`src/rtl/gain_applier.sv`:
```
// gain_applier: scales signed samples by a signed Q-format gain using a shift-add multiplier,
// rounding toward zero and saturating to the sample range.
module gain_applier #(
   parameter int DATA_SIZE = 14,
   parameter int FRAC_SIZE = 8
) (
   input  logic                 i_clock,
   input  logic                 i_reset_n,
   input  logic [DATA_SIZE-1:0] i_quotient,
   input  logic                 i_quotient_valid,
   input  logic [DATA_SIZE-1:0] i_sample,
   input  logic                 i_start,
   output logic [DATA_SIZE-1:0] o_sample,
   output logic                 o_valid,
   output logic                 o_saturated,
   output logic                 o_busy,
   output logic                 o_dropped
);
   localparam int AW = 2 * DATA_SIZE;
   localparam int CW = $clog2(DATA_SIZE);
   localparam logic [AW-1:0] NEG_LIM = AW'(1) << (DATA_SIZE - 1);
   localparam logic [AW-1:0] POS_LIM = NEG_LIM - AW'(1);
   typedef enum logic [1:0] {IDLE, MULT, DONE} state_t;
   state_t r_state, w_next;
   logic [DATA_SIZE-1:0] r_gain, r_smag, w_gain, w_smag, w_gmag, w_clip, w_res;
   logic [AW-1:0] r_acc, r_gsh, w_mag, w_lim;
   logic [CW-1:0] r_cnt;
   logic r_neg, w_accept, w_sat;
   assign w_accept = i_start && (r_state != MULT);
   assign w_gain = i_quotient_valid ? i_quotient : r_gain;
   assign w_smag = i_sample[DATA_SIZE-1] ? -i_sample : i_sample;
   assign w_gmag = w_gain[DATA_SIZE-1] ? -w_gain : w_gain;
   // Negative results may reach one count further than positive ones.
   assign w_mag = r_acc >> FRAC_SIZE;
   assign w_lim = r_neg ? NEG_LIM : POS_LIM;
   assign w_sat = w_mag > w_lim;
   assign w_clip = w_sat ? w_lim[DATA_SIZE-1:0] : w_mag[DATA_SIZE-1:0];
   assign w_res = r_neg ? -w_clip : w_clip;
   assign o_busy = (r_state == MULT);
   always_ff @(posedge i_clock or negedge i_reset_n) begin
      if (!i_reset_n) r_state <= IDLE;
      else r_state <= w_next;
   end
   always_comb begin
      w_next = r_state;
      w_next = (r_state == MULT) ? ((r_cnt == CW'(DATA_SIZE - 1)) ? DONE : MULT)
                                 : (i_start ? MULT : IDLE);
   end
   always_ff @(posedge i_clock or negedge i_reset_n) begin
      if (!i_reset_n) begin
         r_gain      <= DATA_SIZE'(1 << FRAC_SIZE);
         r_smag      <= '0;
         r_gsh       <= '0;
         r_acc       <= '0;
         r_cnt       <= '0;
         r_neg       <= 1'b0;
         o_sample    <= '0;
         o_valid     <= 1'b0;
         o_saturated <= 1'b0;
         o_dropped   <= 1'b0;
      end else begin
         if (i_quotient_valid) r_gain <= i_quotient;
         o_dropped <= i_start && (r_state == MULT);
         o_valid   <= (r_state == DONE);
         if (r_state == DONE) begin
            o_sample    <= w_res;
            o_saturated <= w_sat;
         end
         if (w_accept) begin
            r_smag <= w_smag;
            r_gsh  <= {{DATA_SIZE{1'b0}}, w_gmag};
            r_acc  <= '0;
            r_cnt  <= '0;
            r_neg  <= i_sample[DATA_SIZE-1] ^ w_gain[DATA_SIZE-1];
         end else if (r_state == MULT) begin
            if (r_smag[0]) r_acc <= r_acc + r_gsh;
            r_gsh  <= r_gsh << 1;
            r_smag <= r_smag >> 1;
            r_cnt  <= r_cnt + CW'(1);
         end
      end
   end
endmodule

```
`config.mk`:
```
export PLATFORM = sky130hd
export DESIGN_NAME = gain_applier
export DESIGN_NICKNAME = d
export VERILOG_FILES = /design/src/rtl/gain_applier.sv
export SDC_FILE = /design/constraint.sdc
export NUM_CORES = 1
export LEC_CHECK = 0
export ABC_AREA = 0
export BUFFER_PORTS_ARGS = -buffer_cell sky130_fd_sc_hd__buf_2
export CAP_MARGIN = 10
export CORE_UTILIZATION = 30
export CTS_BUF_LIST = sky130_fd_sc_hd__clkbuf_16
export DETAILED_ROUTE_END_ITERATION = 8
export MAX_ROUTING_LAYER = met4
export REMOVE_ABC_BUFFERS = 1
export SKIP_LAST_GASP = 1
export SLEW_MARGIN = 20
export SYNTH_ARGS = -nofsm -noshare
export SYNTH_HDL_FRONTEND = slang
export SYNTH_SLANG_ARGS = --single-unit
```
`constraint.sdc`:
```
create_clock -name i_clock -period 7.2 [get_ports i_clock]
set_clock_uncertainty 0.2 [all_clocks]
set_input_delay 0 -clock i_clock [delete_from_list [all_inputs] [get_ports i_clock]]
set_output_delay 0 -clock i_clock [all_outputs]
set_load 0.01 [all_outputs]
```
==> metrics.txt <==
Arr. time, crit path=5.58 ns; asr flop ratio synth=100%; Final setup viols=0; quantity of I/O buffers inserted on ports=roughly 50; sum of negative setup slack=0 ns; max frequency=about 180 MHz; Startpoint Class=flop; CP required=between 7 and 8 ns; Final GP Congestion=between 0.8 and 0.9; Die Ht=~150 um; register area share after synthesis=about two fifths; biggest area consumer among synthesized cells=dfrtp_1; Avg Inst Size Synth=between 8 and 9 um2; TritonRoute pass-1 iters=4; Yosys cell types=between 60 and 70; initial core utilization=between 30% and 40%; vias in the first global route=between 5000 and 6000; peak fanout along the critical path=31; boundary pin count=50; GR Overflow Total=0; initial antenna violation count=1; Worst-Skew Late Latency=0.37 ns; YS warnings=0; post-synthesis compound-gate area fraction=18.8%; crit end category=flop; P per Cell Area=399 nW/um2; post-layout min period=5.53 ns; Synth Area in Adders=between 8 and 9%; Final Hold Fails=0; drt wl/cell=around 14 um; Slew HR=a little over a third; Synth Register Bits=108; Die Wd=153 um; CTS H-tree depth=3; Post-synth EDFFs=0; kind of critical path=flop to flop; final critical-path share of the clock period=76.9%; Total Nets Final=approximately 920; largest family of logic cells by synthesized area=simple AND/OR/NAND/NOR gates; routed vias/inst=roughly 5; layout cells sized above 1=a little over a tenth; final worst slack=1.67 ns; mux cell area share after synthesis=under 10%; Main synth FF type=dfrtp_1; Post-DRT Antenna Nets=0; total track usage=between 10 and 15%; clk root buf=clkbuf_16; CTS tree=yes; Synth Cell Area=around 6800 um2; drt total wl=15.8 mm; Synth Area in Simple Gates=a little under a fifth; Pins Over Slew Limit=0; leak pwr=roughly 0.0038 uW; CTS sink count=108; Area Growth Syn to Fin=16.7%; # rows=54; global-route wire length before repair=about 27 mm; via count=5657; Worst Hold Class=input pin to flop; xor/xnor share of the synthesized area=5.25%; synth top area cells=dfrtp_1 (39%), ha_1 (8.4%), nand2_1 (6.6%); Setup WS pre-CTS=about 1.7 ns; # resized after CTS=0; initial drt markers=around 240; total power=3190 uW; Synth top area share=a little under 40%; core area=between 20000 and 25000 um2; DRC violations left=0; clk slew on worst S/H paths=0.08 ns; unrepaired setup endpoints after global routing=false; Mapped Cells=just under 800; maximum root-to-sink buffer count=2; maximum vdd drop=between 0.1 and 0.15 mV; Worst-Margin Slew=between 0.9 and 1 ns; TritonCTS buffer count=9; pin count of the biggest net entering global routing=slightly below 70; die area=between 20000 and 25000 um2; status=completed; max_cap viols=0; dpl hpwl=11.0 mm
kinds of logic (layout without fill, tap and decap cells):
logic type | Yosys count | after routing
mux | 36 | 36
flops | 108 | 108
other cells | 0 | 1
xor+xnor | 41 | 41
buf+inv | 63 | 134
compound gates | 211 | 211
fa+ha+maj | 47 | 47
simple gates | 271 | 271
synth_stat cells, types with 8 or more instances:
cell type and n:
dfrtp_1 107, xor2_1 19, nor2_1 51, nor3_1 16, mux2i_1 31, nand2_1 120
nand3b_1 8, nand3_1 17, a21o_1 19, ha_1 46, clkbuf_1 26, inv_1 25
a21oi_1 53, o21ai_1 56, xnor2_1 22, or3_1 8, o21ai_0 22, o31ai_1 11
flip-flops by register name, summed over array words and instances (netlist names):
register / count
o_saturated: 1
o_dropped: 1
o_valid: 1
r_gsh: 28
o_sample: 14
r_cnt: 4
r_state: 2
r_acc: 28
r_smag: 14
r_neg: 1
r_gain: 14
worst max-delay path, cell delays in order, from the launching register on:
cell,delay (ns)
dfrtp_1,0.32
buf_4,0.29
inv_1,0.28
ha_1,0.37
and4_1,0.19
nand3_1,0.10
or3_1,0.39
or2_1,0.23
o31ai_2,0.06
buf_4,0.29
nor2_1,0.09
a21oi_1,0.20
ha_1,0.35
or3b_1,0.39
or3_1,0.34
or3_1,0.35
or3_1,0.37
nor3_1,0.21
nand4b_1,0.13
o21a_1,0.12
o311ai_1,0.06
o21ai_1,0.08
metal layers:
layer / share of wire, % / vias up / track usage, % / wire (um)
li1: - / 2894 / - / -
met2: 44 / 72 / 22.5 / 6890
met1: 52 / 2682 / 19.7 / 8290
met4: 0.71 / 0 / 2.79 / 112
met5: 0 / - / - / 0
met3: 3.4 / 9 / 3.23 / 535
report_power, final:
part	internal, uW	leakage (uW)	total, uW	switching, uW
Sequential	838	0.00137	1050	216
Combinational	680	0.00229	1630	952
Clock	245	0.000146	501	256
what timing repair did:
action	in CTS	in global routing
hold buffers	32	0
endpoints found under the hold margin	99	0
buffers inserted	0	0
stage by stage:
step                hold WS [ns]  cell area, um2  cells  utilization (%)
floorplan                 -0.496            6720    745                -
global placement        -0.00961            7370   1080             33.4
detailed placement      -0.00951            7370   1080             33.4
CTS                       0.0108            7980   1128             36.1
global route              0.0429            7980   1129             36.1
finish                    0.0223            7980   1129             36.1
cells in the final DEF, fill, tap and decap left out, drive strengths merged, types with 22 or more instances in the layout:
cell         count
nand2          120
dfrtp          107
inv             35
mux2i           31
o21ai           78
a21oi           53
xnor2           22
ha              46
dlygate4sd3     32
nor2            51
buf             55
cell type report:
type	count	area, um2
fillers	2259	14100
multi-input cells	606	3900
flip-flops and latches	108	2700
repair buffers	87	613
well taps	280	350
clock buffers	9	225
inverters	31	121
clock inverters	7	65.1
diodes	1	2.50
final timing paths:
path,startpoint,end,slack [ns],cells past startpoint
max,r_neg,o_sample[12],1.67,21
min,i_quotient_valid,r_gain[11],0.02,3
max reg2reg,r_neg,o_sample[12],1.67,21
min reg2reg,o_saturated,o_saturated,0.28,2
max in group asynchronous,i_reset_n,r_smag[1],5.62,3
min in group asynchronous,i_reset_n,o_sample[2],0.11,2
(Power assumes the default switching activity.)
